$ cat src/rtl/shift_pkg.sv
// Shared types for the multi-cycle shift sequencer.
// Optional macro SHIFT_SEQ_NIBBLE_EN (used by shift_seq / shift_step) enables 4-bit steps.
package shift_pkg;

  typedef enum logic [1:0] {
    OP_SLL = 2'b00,
    OP_SRL = 2'b01,
    OP_SRA = 2'b10,
    OP_RSV = 2'b11
  } shift_op_t;

  typedef enum logic [1:0] {
    S_IDLE  = 2'b00,
    S_SHIFT = 2'b01,
    S_DONE  = 2'b10
  } seq_state_t;

endpackage

$ cat src/rtl/shift_seq_if.sv
// Request/result handshake bundle between ALU issue logic and the shift sequencer.
// Macro SHIFT_SEQ_NIBBLE_EN does not affect this interface.
interface shift_seq_if #(parameter int N = 32);
  localparam int SHW = $clog2(N);

  logic           in_valid;
  logic           in_ready;
  logic [N-1:0]   in_data;
  logic [SHW-1:0] in_shamt;
  logic [1:0]     in_op;
  logic           out_valid;
  logic           out_ready;
  logic [N-1:0]   out_data;
  logic           busy;

  modport master (
    output in_valid, in_data, in_shamt, in_op, out_ready,
    input  in_ready, out_valid, out_data, busy
  );

  modport slave (
    input  in_valid, in_data, in_shamt, in_op, out_ready,
    output in_ready, out_valid, out_data, busy
  );
endinterface

$ cat src/rtl/shift_step.sv
// Combinational single-step shifter: shifts by 1, or by 4 when nib=1.
// The nib port and 4-bit path exist only when SHIFT_SEQ_NIBBLE_EN is defined.
module shift_step
  import shift_pkg::*;
#(
  parameter int N = 32
) (
  input  logic [N-1:0] data,
  input  shift_op_t    op,
`ifdef SHIFT_SEQ_NIBBLE_EN
  input  logic         nib,
`endif
  output logic [N-1:0] result
);

  logic [N-1:0] one_r;

  // Reserved op falls through to SLL.
  always_comb begin
    case (op)
      OP_SRL:  one_r = {1'b0, data[N-1:1]};
      OP_SRA:  one_r = {data[N-1], data[N-1:1]};
      default: one_r = {data[N-2:0], 1'b0};
    endcase
  end

`ifdef SHIFT_SEQ_NIBBLE_EN
  logic [N-1:0] four_r;

  always_comb begin
    case (op)
      OP_SRL:  four_r = {4'b0000, data[N-1:4]};
      OP_SRA:  four_r = {{4{data[N-1]}}, data[N-1:4]};
      default: four_r = {data[N-5:0], 4'b0000};
    endcase
  end

  assign result = nib ? four_r : one_r;
`else
  assign result = one_r;
`endif

endmodule

$ cat src/rtl/shift_seq.sv
// Multi-cycle shift sequencer: FSM, shift counter and handshakes around shift_step.
// Define SHIFT_SEQ_NIBBLE_EN to take 4-bit steps while at least 4 positions remain.
//
// state   | meaning
// S_IDLE  | ready for a request; in_ready=1
// S_SHIFT | applying one step per clock until cnt_q reaches zero
// S_DONE  | result held on out_data with out_valid=1 until out_ready
module shift_seq
  import shift_pkg::*;
#(
  parameter int N = 32
) (
  input  logic        clk,
  input  logic        rst_n,
  shift_seq_if.slave  bus
);

  localparam int SHW = $clog2(N);

  seq_state_t     state_q, state_d;
  logic [N-1:0]   data_q, data_d;
  logic [SHW-1:0] cnt_q, cnt_d;
  shift_op_t      op_q, op_d;
  logic [N-1:0]   step_data;
  logic [SHW-1:0] k;

`ifdef SHIFT_SEQ_NIBBLE_EN
  logic nib;
  assign nib = (cnt_q >= SHW'(4));
  assign k   = nib ? SHW'(4) : SHW'(1);

  shift_step #(.N(N)) u_step (
    .data   (data_q),
    .op     (op_q),
    .nib    (nib),
    .result (step_data)
  );
`else
  assign k = SHW'(1);

  shift_step #(.N(N)) u_step (
    .data   (data_q),
    .op     (op_q),
    .result (step_data)
  );
`endif

  assign bus.in_ready  = (state_q == S_IDLE);
  assign bus.out_valid = (state_q == S_DONE);
  assign bus.busy      = (state_q != S_IDLE);
  assign bus.out_data  = data_q;

  always_ff @(posedge clk) begin
    if (!rst_n) begin
      state_q <= S_IDLE;
      data_q  <= '0;
      cnt_q   <= '0;
      op_q    <= OP_SLL;
    end else begin
      state_q <= state_d;
      data_q  <= data_d;
      cnt_q   <= cnt_d;
      op_q    <= op_d;
    end
  end

  always_comb begin
    state_d = state_q;
    data_d  = data_q;
    cnt_d   = cnt_q;
    op_d    = op_q;
    case (state_q)
      S_IDLE: begin
        if (bus.in_valid) begin
          data_d  = bus.in_data;
          cnt_d   = bus.in_shamt;
          op_d    = shift_op_t'(bus.in_op);
          state_d = (bus.in_shamt == '0) ? S_DONE : S_SHIFT;
        end
      end
      S_SHIFT: begin
        data_d = step_data;
        cnt_d  = cnt_q - k;
        if (cnt_q == k) state_d = S_DONE;
      end
      S_DONE: begin
        if (bus.out_ready) state_d = S_IDLE;
      end
      default: state_d = S_IDLE;
    endcase
  end

endmodule

$ cat src/flat_wrapper.sv
// flat-port wrapper written by rule: the top's interface ports become plain ports
module shift_seq_flat import shift_pkg::*;
#(
  parameter int N = 32
)
  (clk, rst_n, bus_in_valid, bus_in_data, bus_in_shamt, bus_in_op, bus_out_ready, bus_in_ready, bus_out_valid, bus_out_data, bus_busy);
  shift_seq_if #(.N(N)) bus_i ();
  input  logic clk;
  input  logic rst_n;
  input wire logic [$bits(bus_i.in_valid)-1:0] bus_in_valid;
  input wire logic [$bits(bus_i.in_data)-1:0] bus_in_data;
  input wire logic [$bits(bus_i.in_shamt)-1:0] bus_in_shamt;
  input wire logic [$bits(bus_i.in_op)-1:0] bus_in_op;
  input wire logic [$bits(bus_i.out_ready)-1:0] bus_out_ready;
  output wire logic [$bits(bus_i.in_ready)-1:0] bus_in_ready;
  output wire logic [$bits(bus_i.out_valid)-1:0] bus_out_valid;
  output wire logic [$bits(bus_i.out_data)-1:0] bus_out_data;
  output wire logic [$bits(bus_i.busy)-1:0] bus_busy;
  assign bus_i.in_valid = bus_in_valid;
  assign bus_i.in_data = bus_in_data;
  assign bus_i.in_shamt = bus_in_shamt;
  assign bus_i.in_op = bus_in_op;
  assign bus_i.out_ready = bus_out_ready;
  assign bus_in_ready = bus_i.in_ready;
  assign bus_out_valid = bus_i.out_valid;
  assign bus_out_data = bus_i.out_data;
  assign bus_busy = bus_i.busy;
  shift_seq #(.N(N)) u_core (.clk(clk), .rst_n(rst_n), .bus(bus_i));
endmodule
$ cat config.mk
export PLATFORM = sky130hd
export DESIGN_NAME = shift_seq_flat
export DESIGN_NICKNAME = d
export VERILOG_FILES = /design/src/rtl/shift_pkg.sv /design/src/rtl/shift_seq_if.sv /design/src/rtl/shift_step.sv /design/src/rtl/shift_seq.sv /design/src/flat_wrapper.sv
export SDC_FILE = /design/constraint.sdc
export NUM_CORES = 1
export LEC_CHECK = 0
export BUFFER_PORTS_ARGS = -buffer_cell sky130_fd_sc_hd__buf_2
export CORE_MARGIN = 8
export CORE_UTILIZATION = 46
export CTS_BUF_LIST = sky130_fd_sc_hd__clkbuf_4 sky130_fd_sc_hd__clkbuf_8
export DETAILED_ROUTE_END_ITERATION = 12
export GPL_ROUTABILITY_DRIVEN = 1
export GPL_TIMING_DRIVEN = 0
export PLACE_DENSITY = 0.78
export RECOVER_POWER = 50
export SYNTH_ARGS = -nofsm -noshare
export SYNTH_HDL_FRONTEND = slang
export SYNTH_SLANG_ARGS = --single-unit
$ cat constraint.sdc
create_clock -name clk -period 1.5 [get_ports clk]
set_input_delay 0.15 -clock clk [delete_from_list [all_inputs] [get_ports clk]]
set_output_delay 0.15 -clock clk [all_outputs]
set_load 0.01 [all_outputs]
==> reports/results.txt, run 1 <==
Drt pass-1 iters - 6
Slew Viols, Final - 0
TritonCTS sink count - 41
#FFs+latches synth - 41
Clk root buf - clkbuf_8
Core footprint - 4660 µm²
CP Cell Sequence - inv_2 > ha_4 > o21ba_4 > clkbuf_16 > a221oi_1 > o32ai_1
ANT nets after route - 0
Fin worst setup slack - -0.0563 ns
Commonest non-fill, non-tap cell in the layout - buf_2
Peak supply drop - 0.000827 V
Dpl hpwl - 5.01 mm
Worst-Skew Late Latency - 0.30 ns
Actual slew at the worst max-slew pin - 0.499 ns
WP buf/inv - 2
Initial antenna violation count - 0
Global-route wire length before repair - 12.0 mm
Die footprint - 7260 µm²
Multi-input gate area - 1370 µm²
CP peak stage delay - 0.36 ns
Crit path max fanout - 6
Initial Utilization - 47.3%
Seq/Total Area, Yosys - 37.2%
Syn avg cell area - 8.55 µm²
Utilization after layout - 66.2%
Register area - 830 µm²
Residual DRC count - 0
Area Overhead vs Synth - 40.0%
Crit share post-route - 104%
Post-synthesis cell count - 258
Async SR Flop Fraction - 0%
Maximum clock frequency - 0.643 GHz
Tmin final - 1.56 ns
Vias in the first global route - 2490
IO buf count - 76
Syn Std Cell Area - 2200 µm²
Clk slew on worst S/H paths - 0.08 ns
Kind of critical path - reg -> reg
Clk_skew - 0.00231 ns
RSZ-0062 raised after global routing - true
Vias - 2462
Rel. slew slack - 66.3%
Die width - 85.2 µm
Synth unique cells - 35
Die height - 85.2 µm
Placer's final routability congestion estimate - 0.879
Post-synth top area share - 37.2%
Drt wl/cell - 18.7 µm
Htree depth - 2
Synth Warn # - 0
Top Ports - 78
Post-Route WL - 7.50 mm
Fin Hold WS - 0.0892 ns
Yosys top cell by area - dfxtp_1
Final Hold Vio Count - 0
Fin nets - 395
Critical path's slowest cell - dfxtp_2
CP startpoint kind - flop
Total CTS buffers - 5
Most frequent cells in the layout - buf_2, a21oi_1, dfxtp_1
Min-delay src - bus_in_op[1]
Failing checks - setup timing
Worst Setup End Kind - flop
Via density - 6.12
Worst hold path type - in -> reg
Placement Rows - 25
Prevailing post-synth register cell - dfxtp_1
Initial drt markers - 160
GRT Residual Overflow - 0
Share of cells above drive strength 1 - 38.5%
Critical Path AT - 1.77 ns
CP delay by family, top - compound AO/OA/AOI/OAI gates
CTS tree - done
RR Startpoint - u_core.op_q[0]
Total GRT Usage - 19.8%
CTS Buffer Depth - 2
CP Data Required Time - 1.71 ns
Max-cap violations - 0
# fillers - 403
P per Cell Area - 1260 nW/µm²
Post-synth EDFFs - 0
Ant diodes - 0
Leak Pwr - 0.00127 µW
Crit path from - u_core.op_q[0]
Area contributors post-synth - dfxtp_1, o32ai_1, a221oi_1
Post-Syn Nets - 306
Endpoints failing setup - 30
Largest net degree at the start of global routing - 13
Status - finished, violations left
## stage by stage
stage / cell area, µm² / power (µW) / setup slack (ns) / TNS [ns] / instances
after floorplan: 2220 / 2390 / 0.0329 / 0 / 258
after global placement: 2670 / 2830 / -0.0880 / -2.28 / 388
after detailed placement: 2670 / 2880 / -0.162 / -3.82 / 388
after CTS: 2980 / 3780 / -0.0255 / -0.187 / 401
after global routing: 3090 / 4130 / -0.119 / -2.27 / 402
final: 3090 / 3900 / -0.0563 / -0.861 / 402
## Yosys cell counts, drive strengths merged, types with 2 or more instances
library cell  instances
nand2                 9
inv                  36
o32ai                31
clkbuf               10
nand2b                6
ha                    5
a31oi                 3
nor2                  4
o21ba                 2
a221oi               30
o21ai                 4
nor3b                 2
or4                   2
buf                  16
nand3                 3
a21oi                38
or3                   3
dfxtp                41
## report_power, final
part | total (µW) | leakage, µW | switching [µW] | internal, µW
Combinational | 1570 | 0.000881 | 879 | 690
Sequential | 1600 | 0.000341 | 293 | 1300
Clock | 735 | 0.0000484 | 394 | 341
Total | 3900 | 0.00127 | 1570 | 2330
## what timing repair did
| item | 4_1_cts | 5_1_grt |
|---|---|---|
| cloned | 2 | 1 |
| hold buffers | 0 | 0 |
| setup buffers | 3 | 0 |
| resized for setup | 42 | 20 |
| endpoints found under the setup margin | 33 | 32 |
| pin swaps | 17 | 13 |
## area by class of cell
cell class,instances,area share [%]
well taps,54,2.19
repair buffers,82,13.7
multi-input cells,155,44.4
clock buffers,6,2.47
plain buffers,26,5.59
clock inverters,2,0.324
flip-flops and latches,41,26.9
inverters,36,4.38
## flip-flops by register name, indices dropped and copies added, names as in the netlist
register,cells
u_core.op_q,2
u_core.state_q,2
u_core.cnt_q,5
u_core.bus.out_data,32
## final timing paths
check	end	slack (ns)	depth (start not counted)
setup / recovery	u_core.bus.out_data[18]	-0.06	6
hold / removal	u_core.op_q[1]	0.09	3
setup reg to reg	u_core.bus.out_data[18]	-0.06	6
hold reg to reg	u_core.op_q[0]	0.50	2
## per-layer routing
layer | wire length [µm] | vias up | GRT usage (%)
li1 | - | 1164 | -
met1 | 3190 | 1150 | 24.2
met2 | 3520 | 138 | 32.1
met3 | 682 | 10 | 6.56
met4 | 107 | 0 | 5.99
met5 | 0 | - | 0
## kinds of logic after synthesis
| group | share of synthesized area, % |
|---|---|
| AOI/OAI and AO/OA | 38.1 |
| adders and majority gates | 2.84 |
| and+or+nand+nor | 9.53 |
| DFF | 37.2 |
| buffers and inverters | 12.3 |
## worst reg2reg max path: cells and delay by family (launching register included)
kind	cells	cell delay [ns]
AOI/OAI and AO/OA	3	0.62
adders and majority gates	1	0.26
buffers and inverters	2	0.24
DFF	1	0.36
No activity file was read; power rests on OpenSTA's default activity.
==> run 2, diff against run 1 <==
- CELL_PAD_IN_SITES_DETAIL_PLACEMENT: not set -> 0
- CELL_PAD_IN_SITES_GLOBAL_PLACEMENT: not set -> 2
- CORE_UTILIZATION: 46 -> 26
- PLACE_DENSITY: 0.78 -> not set
- PLACE_DENSITY_LB_ADDON: not set -> 0.1
- REMOVE_ABC_BUFFERS: not set -> 1
==> reports/results.txt, run 2 (synthesis results as in run 1) <==
Slew Viols, Final - 0 (unchanged)
Placement Rows - 33 (+32%)
Htree depth - 2 (unchanged)
Max reg flops - 32 (unchanged)
Worst hold path type - in -> reg
Kind of critical path - reg -> reg
Actual slew at the worst max-slew pin - 0.740 ns (+0.241 ns)
Peak supply drop - 0.000377 V (-54%)
CTS tree - done
CTS Buffer Depth - 2 (unchanged)
Dpl hpwl - 5.01 mm (about the same)
Top Ports - 78 (unchanged)
Via density - 5.45 (-11%)
Failing checks - setup timing
Tmin final - 1.51 ns (-0.0469 ns)
Leak Pwr - 0.00115 µW (-9.7%)
Layout Cells excl Fill - 434 (+8.0%)
CP startpoint kind - flop
Largest net degree at the start of global routing - 36 (+23)
Status - finished, violations left
Worst Setup End Kind - flop
Critical Path AT - 1.74 ns (-0.03 ns)
Max-cap violations - 0 (unchanged)
Fin nets - 378 (-4.3%)
Clk_skew - 0.00675 ns (+0.00444 ns)
IO buf count - 77 (+1.3%)
Multi-input gate area - 1390 µm² (+1.3%)
Grt met2 use - 23.1% (-9.0 points)
Drt wl/cell - 21.2 µm (+13%)
Vias in the first global route - 2415 (-3.0%)
Ant diodes - 0 (unchanged)
Area Overhead vs Synth - 36.2%
Endpoints failing setup - 2 (-93%)
Initial antenna violation count - 0 (unchanged)
# fillers - 893 (+120%)
Placed cell count - 414 (+6.7%)
Setup TNS - -0.0185 ns (+0.843 ns)
Initial drt markers - 121 (-24%)
Die height - 108 µm (+27%)
Hold buffers post-CTS - 0 (unchanged)
Fin worst setup slack - -0.00937 ns (+0.0469 ns)
Most frequent cells in the layout - buf_2, a21oi_1, dfxtp_1
Initial Utilization - 26.8% (-20 points)
Total GRT Usage - 14.8% (-5.0 points)
Die footprint - 11700 µm² (+61%)
TritonCTS sink count - 41 (unchanged)
Rel. slew slack - 50.7% (-16 points)
Placer's final routability congestion estimate - 0.673 (-23%)
Worst reg-to-reg setup slack - -0.009 ns (+0.05 ns)
Clk slew on worst S/H paths - 0.08 ns (about the same)
GR Util met1 - 20.0% (-4.2 points)
Crit path max fanout - 7 (+1)
Clk root buf - clkbuf_8
CP Data Required Time - 1.73 ns (+0.02 ns)
P per Cell Area - 1280 nW/µm² (+1.1%)
Crit share post-route - 101% (-3.1 points)
Busiest grt layer - met2
Share of cells above drive strength 1 - 31.6% (-6.9 points)
RSZ-0062 raised after global routing - true
GRT Residual Overflow - 0 (unchanged)
Commonest non-fill, non-tap cell in the layout - buf_2
Drt pass-1 iters - 4 (-2)
Residual DRC count - 0 (unchanged)
Core footprint - 8220 µm² (+76%)
Maximum clock frequency - 0.663 GHz (+3.1%)
Met3 usage - 3.99% (-2.6 points)
Post-Route WL - 9.19 mm (+22%)
Worst-Skew Late Latency - 0.29 ns (about the same)
Die width - 108 µm (+27%)
Total CTS buffers - 5 (unchanged)
Vias - 2366 (-3.9%)
Global-route wire length before repair - 13.8 mm (+15%)
Register area - 828 µm² (-0.15%)
ANT nets after route - 0 (unchanged)
Final Hold Vio Count - 0 (unchanged)
-- run 2: changes by cell type in the layout (fill, tap and decap cells not counted), sizes merged --
cell    change
nand2b      +3
clkinv      -1
buf        -21
clkbuf      -3
o21ba       +3
-- run 2: worst paths after layout --
check | start | to | cells past startpoint
setup / recovery | u_core.op_q[0] | u_core.bus.out_data[0] | 5
hold / removal | bus_in_op[1] | u_core.op_q[1] | 3
setup reg to reg | u_core.op_q[0] | u_core.bus.out_data[0] | 5
hold reg to reg | u_core.cnt_q[4] | u_core.cnt_q[4] | 1
-- run 2: stage by stage --
stage / utilization (%) / power, µW / cell area [µm²] / worst slack [ns] / hold WS [ns]
after floorplan: - / 2290 / 2070 / -0.693 / 0.284
after global placement: 31.5 / 2820 / 2580 / -1.82 / 0.393
after detailed placement: 31.5 / 2820 / 2590 / -1.22 / 0.401
after CTS: 35.1 / 3760 / 2890 / -0.00737 / 0.0825
after global routing: 36.5 / 4080 / 3000 / -0.0545 / 0.0883
final: 36.5 / 3840 / 3000 / -0.00937 / 0.0882
-- run 2: where the power goes --
| group | switching (µW) | internal [µW] |
|---|---|---|
| Clock | 392 | 307 |
| Combinational | 867 | 654 |
| Sequential | 310 | 1300 |
| Total | 1570 | 2270 |
-- run 2: final cells by class --
cell class | count | share of cell area, %
repair buffers | 85 | 14.8
inverters | 36 | 4.50
well taps | 105 | 4.38
multi-input cells | 161 | 46.3
flip-flops and latches | 41 | 27.6
clock inverters | 1 | 0.167
clock buffers | 5 | 2.29
-- run 2: what timing repair did --
item                       4_1_cts  5_1_grt
setup endpoints to repair       44       37
gates resized for setup         22       22
buffers inserted                 8        0
pin swaps                        3       13
cloned                           5        1
hold endpoints to repair         0        0
-- run 2: metal layers --
layer	up-vias	routed length, µm
met3	5	485
li1	1142	-
met1	1161	4320
met2	58	4320
met5	-	0
met4	0	60
-- run 2: critical path, cell delays in order, from the launching register on --
cell	delay, ns
dfxtp_2	0.34
inv_2	0.05
ha_4	0.25
buf_12	0.13
or4_1	0.50
a31oi_1	0.17
